**config.mk**
```make
export PLATFORM = sky130hd
export DESIGN_NAME = pn_stream_tx_flat
export DESIGN_NICKNAME = d
export VERILOG_FILES = /design/src/rtl/pn_pkg.sv /design/src/rtl/pn_stream_tx_if.sv /design/src/rtl/pn_tok_serializer.sv /design/src/rtl/pn_stream_tx.sv /design/src/flat_wrapper.sv
export SDC_FILE = /design/constraint.sdc
export NUM_CORES = 1
export LEC_CHECK = 0
export ABC_AREA = 1
export CAP_MARGIN = 40
export CORE_MARGIN = 2
export CORE_UTILIZATION = 25
export CTS_CLUSTER_SIZE = 20
export DETAILED_ROUTE_END_ITERATION = 8
export PLACE_DENSITY_LB_ADDON = 0.25
export SETUP_SLACK_MARGIN = 0.3
export SYNTH_ARGS = -nofsm -noshare
export SYNTH_HDL_FRONTEND = slang
export SYNTH_SLANG_ARGS = --single-unit
```
**constraint.sdc**
```tcl
create_clock -name clk -period 2.06 [get_ports clk]
set_input_delay 0.309 -clock clk [delete_from_list [all_inputs] [get_ports clk]]
set_output_delay 0.309 -clock clk [all_outputs]
set_load 0.01 [all_outputs]
```
**src/rtl/pn_pkg.sv**
```systemverilog
// Shared definitions for the PN token transmitter: token widths, opcode and
// mode constants, transmitter FSM state encoding and the result-count helper.
package pn_pkg;

    localparam int TOK_W     = 3;
    localparam int TOK_SLOTS = 12;
    localparam int LEN_W     = 4;
    localparam int RES_W     = 32;

    localparam logic [TOK_W-1:0] OP_ADD = 3'd0;
    localparam logic [TOK_W-1:0] OP_SUB = 3'd1;
    localparam logic [TOK_W-1:0] OP_MUL = 3'd2;
    localparam logic [TOK_W-1:0] OP_ABS = 3'd3;

    localparam logic [1:0] MODE_PRE_SORT   = 2'd0;
    localparam logic [1:0] MODE_POST_SORT  = 2'd1;
    localparam logic [1:0] MODE_PRE_STACK  = 2'd2;
    localparam logic [1:0] MODE_POST_STACK = 2'd3;

    typedef enum logic [2:0] {
        ST_IDLE,
        ST_SEND,
        ST_WAIT,
        ST_COLLECT,
        ST_GAP,
        ST_REJ
    } pn_state_e;

    // Sort modes return one result per operand triple; stack modes return one.
    function automatic logic [2:0] exp_results(
        input logic [1:0]       mode,
        input logic [LEN_W-1:0] len
    );
        logic [LEN_W-1:0] q;
        q = len / LEN_W'(3);
        if (mode == MODE_PRE_SORT || mode == MODE_POST_SORT)
            return q[2:0];
        return 3'd1;
    endfunction

endpackage

```
**src/rtl/pn_stream_tx_if.sv**
```systemverilog
// Host + calculator bundle of the PN transmitter.
// master: host/PN side (drives start, cfg_*, pn_out*); slave: the transmitter.
interface pn_stream_tx_if;
    import pn_pkg::*;

    logic                         start;
    logic [1:0]                   cfg_mode;
    logic [LEN_W-1:0]             cfg_len;
    logic [TOK_SLOTS*TOK_W-1:0]   cfg_tok;
    logic [TOK_SLOTS-1:0]         cfg_op;

    logic [1:0]                   mode;
    logic                         operator;
    logic [TOK_W-1:0]             in;
    logic                         in_valid;

    logic                         pn_out_valid;
    logic signed [RES_W-1:0]      pn_out;

    logic                         busy;
    logic                         res_valid;
    logic signed [RES_W-1:0]      res_data;
    logic [1:0]                   res_idx;
    logic                         done;
    logic                         err;

    modport master (
        output start, cfg_mode, cfg_len, cfg_tok, cfg_op,
        output pn_out_valid, pn_out,
        input  mode, operator, in, in_valid,
        input  busy, res_valid, res_data, res_idx, done, err
    );

    modport slave (
        input  start, cfg_mode, cfg_len, cfg_tok, cfg_op,
        input  pn_out_valid, pn_out,
        output mode, operator, in, in_valid,
        output busy, res_valid, res_data, res_idx, done, err
    );

endinterface

```
**src/rtl/pn_tok_serializer.sv**
```systemverilog
// Token shift register: load_i captures the first len_i tokens (rest zeroed),
// shift_i advances one token; tok_o/op_o are the head, last_o flags token len-1.
module pn_tok_serializer
    import pn_pkg::*;
(
    input  logic                       clk,
    input  logic                       rst_n,
    input  logic                       load_i,
    input  logic                       shift_i,
    input  logic [LEN_W-1:0]           len_i,
    input  logic [TOK_SLOTS*TOK_W-1:0] tok_i,
    input  logic [TOK_SLOTS-1:0]       op_i,
    output logic [TOK_W-1:0]           tok_o,
    output logic                       op_o,
    output logic                       last_o
);

    logic [TOK_SLOTS*TOK_W-1:0] tok_q, tok_d;
    logic [TOK_SLOTS-1:0]       op_q, op_d;
    logic [LEN_W-1:0]           cnt_q, cnt_d;
    logic [LEN_W-1:0]           len_q, len_d;

    // Unused slots load as zero so the head reads 0 once the stream is out.
    always_comb begin
        tok_d = tok_q;
        op_d  = op_q;
        cnt_d = cnt_q;
        len_d = len_q;
        if (load_i) begin
            tok_d = '0;
            op_d  = '0;
            for (int k = 0; k < TOK_SLOTS; k++) begin
                if (k < int'(len_i)) begin
                    tok_d[k*TOK_W +: TOK_W] = tok_i[k*TOK_W +: TOK_W];
                    op_d[k]                 = op_i[k];
                end
            end
            cnt_d = '0;
            len_d = len_i;
        end else if (shift_i) begin
            tok_d = tok_q >> TOK_W;
            op_d  = op_q >> 1;
            cnt_d = cnt_q + LEN_W'(1);
        end
    end

    always_ff @(posedge clk or negedge rst_n) begin
        if (!rst_n) begin
            tok_q <= '0;
            op_q  <= '0;
            cnt_q <= '0;
            len_q <= '0;
        end else begin
            tok_q <= tok_d;
            op_q  <= op_d;
            cnt_q <= cnt_d;
            len_q <= len_d;
        end
    end

    assign tok_o  = tok_q[TOK_W-1:0];
    assign op_o   = op_q[0];
    assign last_o = (cnt_q + LEN_W'(1)) == len_q;

endmodule

```
**src/rtl/pn_stream_tx.sv**
```systemverilog
// PN transmitter: sends one configured expression to the calculator, collects
// its result burst and reports done/err. Ports: clk, rst_n, bus (slave).
module pn_stream_tx
    import pn_pkg::*;
#(
    parameter int MAX_TOK = TOK_SLOTS,
    parameter int TIMEOUT = 256,
    parameter int GAP_CYC = 2
) (
    input  logic           clk,
    input  logic           rst_n,
    pn_stream_tx_if.slave  bus
);

    localparam int TMR_W = $clog2(TIMEOUT + 1);
    localparam int GAP_W = $clog2(GAP_CYC + 1);

    pn_state_e               state_q, state_d;
    logic [1:0]              mode_q, mode_d;
    logic                    in_valid_q, in_valid_d;
    logic                    res_valid_q, res_valid_d;
    logic signed [RES_W-1:0] res_data_q, res_data_d;
    logic [1:0]              res_idx_q, res_idx_d;
    logic                    done_q, done_d;
    logic                    err_q, err_d;
    logic [2:0]              exp_q, exp_d;
    logic [2:0]              rcv_q, rcv_d;
    logic [TMR_W-1:0]        tmr_q, tmr_d;
    logic [GAP_W-1:0]        gap_q, gap_d;

    logic                    ser_load;
    logic                    ser_shift;
    logic [TOK_W-1:0]        ser_tok;
    logic                    ser_op;
    logic                    ser_last;
    logic [2:0]              cfg_exp;
    logic                    cfg_bad;

    pn_tok_serializer u_ser (
        .clk     (clk),
        .rst_n   (rst_n),
        .load_i  (ser_load),
        .shift_i (ser_shift),
        .len_i   (bus.cfg_len),
        .tok_i   (bus.cfg_tok),
        .op_i    (bus.cfg_op),
        .tok_o   (ser_tok),
        .op_o    (ser_op),
        .last_o  (ser_last)
    );

    assign cfg_exp = exp_results(bus.cfg_mode, bus.cfg_len);
    assign cfg_bad = (bus.cfg_len == '0)
                  || (int'(bus.cfg_len) > MAX_TOK)
                  || (cfg_exp == 3'd0);

    always_comb begin
        state_d     = state_q;
        mode_d      = 2'd0;
        in_valid_d  = 1'b0;
        res_valid_d = 1'b0;
        res_data_d  = '0;
        res_idx_d   = 2'd0;
        done_d      = 1'b0;
        err_d       = 1'b0;
        exp_d       = exp_q;
        rcv_d       = rcv_q;
        tmr_d       = tmr_q;
        gap_d       = gap_q;
        ser_load    = 1'b0;
        ser_shift   = 1'b0;

        unique case (state_q)
            ST_IDLE: begin
                if (bus.start) begin
                    exp_d = cfg_exp;
                    rcv_d = 3'd0;
                    tmr_d = '0;
                    gap_d = '0;
                    if (cfg_bad) begin
                        state_d = ST_REJ;
                        done_d  = 1'b1;
                        err_d   = 1'b1;
                    end else begin
                        state_d    = ST_SEND;
                        ser_load   = 1'b1;
                        mode_d     = bus.cfg_mode;
                        in_valid_d = 1'b1;
                    end
                end
            end
            ST_SEND: begin
                ser_shift = 1'b1;
                if (ser_last) begin
                    state_d = ST_WAIT;
                    // The cycle after the last token is the first idle cycle.
                    tmr_d   = TMR_W'(1);
                end else begin
                    in_valid_d = 1'b1;
                end
            end
            ST_WAIT, ST_COLLECT: begin
                // A beat in the final timer cycle still wins over the timeout.
                if (bus.pn_out_valid) begin
                    res_valid_d = 1'b1;
                    res_data_d  = bus.pn_out;
                    res_idx_d   = rcv_q[1:0];
                    rcv_d       = rcv_q + 3'd1;
                    tmr_d       = TMR_W'(1);
                    if ((rcv_q + 3'd1) == exp_q) begin
                        done_d  = 1'b1;
                        state_d = ST_GAP;
                    end else begin
                        state_d = ST_COLLECT;
                    end
                end else if (tmr_q == TMR_W'(TIMEOUT - 1)) begin
                    done_d  = 1'b1;
                    err_d   = 1'b1;
                    state_d = ST_GAP;
                end else begin
                    tmr_d = tmr_q + TMR_W'(1);
                end
            end
            ST_GAP: begin
                if (gap_q == GAP_W'(GAP_CYC - 1))
                    state_d = ST_IDLE;
                else
                    gap_d = gap_q + GAP_W'(1);
            end
            ST_REJ: begin
                state_d = ST_IDLE;
            end
            default: begin
                state_d = ST_IDLE;
            end
        endcase
    end

    always_ff @(posedge clk or negedge rst_n) begin
        if (!rst_n) begin
            state_q     <= ST_IDLE;
            mode_q      <= 2'd0;
            in_valid_q  <= 1'b0;
            res_valid_q <= 1'b0;
            res_data_q  <= '0;
            res_idx_q   <= 2'd0;
            done_q      <= 1'b0;
            err_q       <= 1'b0;
            exp_q       <= 3'd0;
            rcv_q       <= 3'd0;
            tmr_q       <= '0;
            gap_q       <= '0;
        end else begin
            state_q     <= state_d;
            mode_q      <= mode_d;
            in_valid_q  <= in_valid_d;
            res_valid_q <= res_valid_d;
            res_data_q  <= res_data_d;
            res_idx_q   <= res_idx_d;
            done_q      <= done_d;
            err_q       <= err_d;
            exp_q       <= exp_d;
            rcv_q       <= rcv_d;
            tmr_q       <= tmr_d;
            gap_q       <= gap_d;
        end
    end

    assign bus.mode      = mode_q;
    assign bus.operator  = ser_op;
    assign bus.in        = ser_tok;
    assign bus.in_valid  = in_valid_q;
    assign bus.busy      = (state_q != ST_IDLE);
    assign bus.res_valid = res_valid_q;
    assign bus.res_data  = res_data_q;
    assign bus.res_idx   = res_idx_q;
    assign bus.done      = done_q;
    assign bus.err       = err_q;

endmodule

```
**src/flat_wrapper.sv**
```systemverilog
// flat-port wrapper written by rule: the top's interface ports become plain ports
module pn_stream_tx_flat import pn_pkg::*;
#(
    parameter int MAX_TOK = TOK_SLOTS,
    parameter int TIMEOUT = 256,
    parameter int GAP_CYC = 2
)
  (clk, rst_n, bus_start, bus_cfg_mode, bus_cfg_len, bus_cfg_tok, bus_cfg_op, bus_pn_out_valid, bus_pn_out, bus_mode, bus_operator, bus_in, bus_in_valid, bus_busy, bus_res_valid, bus_res_data, bus_res_idx, bus_done, bus_err);
  pn_stream_tx_if bus_i ();
  input  logic clk;
  input  logic rst_n;
  input wire logic [$bits(bus_i.start)-1:0] bus_start;
  input wire logic [$bits(bus_i.cfg_mode)-1:0] bus_cfg_mode;
  input wire logic [$bits(bus_i.cfg_len)-1:0] bus_cfg_len;
  input wire logic [$bits(bus_i.cfg_tok)-1:0] bus_cfg_tok;
  input wire logic [$bits(bus_i.cfg_op)-1:0] bus_cfg_op;
  input wire logic [$bits(bus_i.pn_out_valid)-1:0] bus_pn_out_valid;
  input wire logic [$bits(bus_i.pn_out)-1:0] bus_pn_out;
  output wire logic [$bits(bus_i.mode)-1:0] bus_mode;
  output wire logic [$bits(bus_i.operator)-1:0] bus_operator;
  output wire logic [$bits(bus_i.in)-1:0] bus_in;
  output wire logic [$bits(bus_i.in_valid)-1:0] bus_in_valid;
  output wire logic [$bits(bus_i.busy)-1:0] bus_busy;
  output wire logic [$bits(bus_i.res_valid)-1:0] bus_res_valid;
  output wire logic [$bits(bus_i.res_data)-1:0] bus_res_data;
  output wire logic [$bits(bus_i.res_idx)-1:0] bus_res_idx;
  output wire logic [$bits(bus_i.done)-1:0] bus_done;
  output wire logic [$bits(bus_i.err)-1:0] bus_err;
  assign bus_i.start = bus_start;
  assign bus_i.cfg_mode = bus_cfg_mode;
  assign bus_i.cfg_len = bus_cfg_len;
  assign bus_i.cfg_tok = bus_cfg_tok;
  assign bus_i.cfg_op = bus_cfg_op;
  assign bus_i.pn_out_valid = bus_pn_out_valid;
  assign bus_i.pn_out = bus_pn_out;
  assign bus_mode = bus_i.mode;
  assign bus_operator = bus_i.operator;
  assign bus_in = bus_i.in;
  assign bus_in_valid = bus_i.in_valid;
  assign bus_busy = bus_i.busy;
  assign bus_res_valid = bus_i.res_valid;
  assign bus_res_data = bus_i.res_data;
  assign bus_res_idx = bus_i.res_idx;
  assign bus_done = bus_i.done;
  assign bus_err = bus_i.err;
  pn_stream_tx #(.MAX_TOK(MAX_TOK), .TIMEOUT(TIMEOUT), .GAP_CYC(GAP_CYC)) u_core (.clk(clk), .rst_n(rst_n), .bus(bus_i));
endmodule
```
==> results.txt <==
run status = completed
total die area = 23800 sq um
Max Fclk = 570 MHz
post-synthesis sequential area ratio = 51.5%
Worst-Skew Late Latency = 420 ps
dpl cell area = 7630 sq um
Die Width = 154 um
share of post-route cells with drive strength above 1 = 15.7%
Setup Skew = 11.7 ps
CP endpoint kind = flip-flop
synth unique cells = 32
unrepaired setup endpoints after global routing = true
Slowest cell on crit path = dfrtp_1
Starting Density = 25.7%
Placeable Area = 22000 sq um
Hold WS = 293 ps
synth top area cells = dfrtp_1 (51%), nand2_1 (16%), nand3_1 (8.6%)
die span in y = 154 um
Ys Warns = 0
cell area after synthesis = 5640 sq um
Post-synth EDFFs = 0
Leak = 4.30 nW
endpoints failing setup = 0
Async SR Flop Fraction = 100%
Fill cells = 2224
endpoints failing hold = 0
Final TNS setup = 0 ps
cell with the most instances after synthesis = nand2_1
Reg clk slew, reported paths = 60 ps
max incr delay on CP = 370 ps
antenna cells = 0
Final min period = 1750 ps
# DRC = 0
worst path bufs/invs = 3
antenna violations before repair = 0
DP HPWL = 11.4 mm
GRT Util Overall = 13.9%
vias per cell = 4.38
largest area contributor in the netlist = dfrtp_1
clk root buf = clkbuf_16
critical path required time = 2360 ps
reg-to-reg endpoint = u_core.u_ser.tok_q[11]
Finished Layout Cells = 1211
Worst Setup SP = u_core.state_q[1]
Port Buffer Count = 134
drt total wl = 16.9 mm
Mapped Avg Cell Area = 7.74 sq um
Top Ports = 135
Routed Antenna Nets = 0
CTS buffer count = 17
Area Overhead vs Synth = 54.0%
reg2reg path depth = 9
RePlAce Congestion = 0.823
Power Total = 10.3 mW
hold crit path type = in2reg
Final Cycle Share = 85.1%
Pwr Density = 1180 nW/um^2
first-pass GRT wire length = 26.2 mm
Syn Nets = 827
clock sink count = 116
post-synth top area share = 51.5%
CTS tree = done
CP Class = reg2reg
number of cells on the critical path = 9
worst setup path end = u_core.u_ser.tok_q[11]
Final Worst Setup Slack = 307 ps
reg2reg start = u_core.state_q[1]
Inst Count DP = 1157
DR vias = 5309
Critical Path AT = 2050 ps
post-route design area = 8690 sq um
max-cap violation count = 0
Post-Place Worst Slack = -464 ps
fin util = 39.6%
final slew viol count = 0
maximum VDD drop = 0.000650 V
Rel. slew slack = 65.3%
grt total ovfl = 0
DR WL/cell = 13.9 um
drt pass-1 iters = 4
clock buffer depth = 2
crit-path cells = or2_1, nor2_1, inv_2, nor2_4, buf_6, nand3_4, buf_12, nand3_1, nand3_1
H-tree depth = 4
Yosys reg bits = 116
Nets = 1016
Synth Flop Type = dfrtp_1
Worst path top cell family by delay = simple AND/OR/NAND/NOR gates
startpoint types = flip-flop
actual slew at the worst max-slew pin = 521 ps
Detailed Route Iter0 Violations = 326
most used cell along the critical path = nand3_1
Synth top cells by count = nand2_1 (236), dfrtp_1 (116), nand3_1 (97), nor2_1 (85), inv_1 (74)
vias in the first global route = 5063
crit path max fanout = 19
Cells after Synth = 729
R2R setup slack = 310 ps
num rows = 54
largest net degree at the start of global routing = 47
[cell type report]
class,instances,area [sq um],share of cell area [%]
inverter,80,318,3.66
tap,280,350,4.03
clock buffer,18,439,5.05
clock inverter,14,176,2.03
multi-input combinational,501,2390,27.5
sequential,116,2900,33.4
timing repair buffer,202,2110,24.3
[how the worst min path moves through the flow]
stage | slack, ps | cells past startpoint | endpoint | from
2_1_floorplan | 10 | 0 | u_core.bus.done | rst_n
3_3_place_gp | 330 | 1 | u_core.u_ser.tok_q[17] | rst_n
3_5_place_dp | 320 | 1 | u_core.u_ser.tok_q[16] | rst_n
4_1_cts | 410 | 3 | u_core.bus.res_data[26] | bus_pn_out[26]
5_1_grt | 290 | 4 | u_core.u_ser.len_q[2] | bus_cfg_len[2]
6_report | 290 | 4 | u_core.u_ser.len_q[2] | bus_cfg_len[2]
[layout by cell type (no fill, tap or decap), drive strengths merged]
cell / n
nor2: 90
xnor2: 3
clkinv: 5
a21oi: 3
inv: 84
clkdlybuf4s50: 128
o2111ai: 1
buf: 65
nor3: 1
dlygate4sd3: 1
nand2: 238
o211ai: 1
ha: 8
nand3: 101
nor4: 3
dfrtp: 116
dlymetal6s2s: 1
nand4: 16
clkbuf: 25
or2: 4
bufinv: 3
nand3b: 1
o21ai: 25
xor2: 6
clkinvlp: 2
[sequential cells by signal, summed over array words and instances (netlist names), 2 cells and up]
register and count:
u_core.tmr_q 9, u_core.u_ser.len_q 4, u_core.bus.res_idx 2, u_core.u_ser.cnt_q 4
u_core.u_ser.op_q 12, u_core.u_ser.tok_q 36, u_core.bus.mode 2, u_core.bus.res_data 32
u_core.exp_q 3, u_core.rcv_q 3, u_core.state_q 3, u_core.gap_q 2
[logic make-up after synthesis]
family	count (synthesis)	synth area share, %
flops	116	51.5
xor+xnor	9	1.40
buf+inv	114	8.32
compound gates	30	2.77
simple gates	452	34.3
fa+ha+maj	8	1.77
[routing by layer]
metal	wire, um	global-route usage, %
met1	8070	19.3
met2	7570	21.1
met3	965	3.59
met4	249	4.98
met5	0	0
[repair_timing]
action                                  in CTS  in global routing
hold buffers                                 1                  0
setup buffers                                5                  6
gates resized for setup                     23                 38
hold endpoints to repair                    32                  0
pin swaps                                    5                 15
cloned                                       1                  9
endpoints found under the setup margin      73                 68
[tightest hold or removal path, stage by stage]
cell	delay (ps)
buf_6	100
inv_2	70
buf_4	140
o21ai_1	60
[power breakdown]
group          total (mW)  internal [mW]  switching (mW)
clock                3.09           1.95            1.14
combinational        3.96           1.81            2.16
sequential           3.24           2.88           0.361
total                10.3           6.63            3.66
No activity file was read; power rests on OpenSTA's default activity.
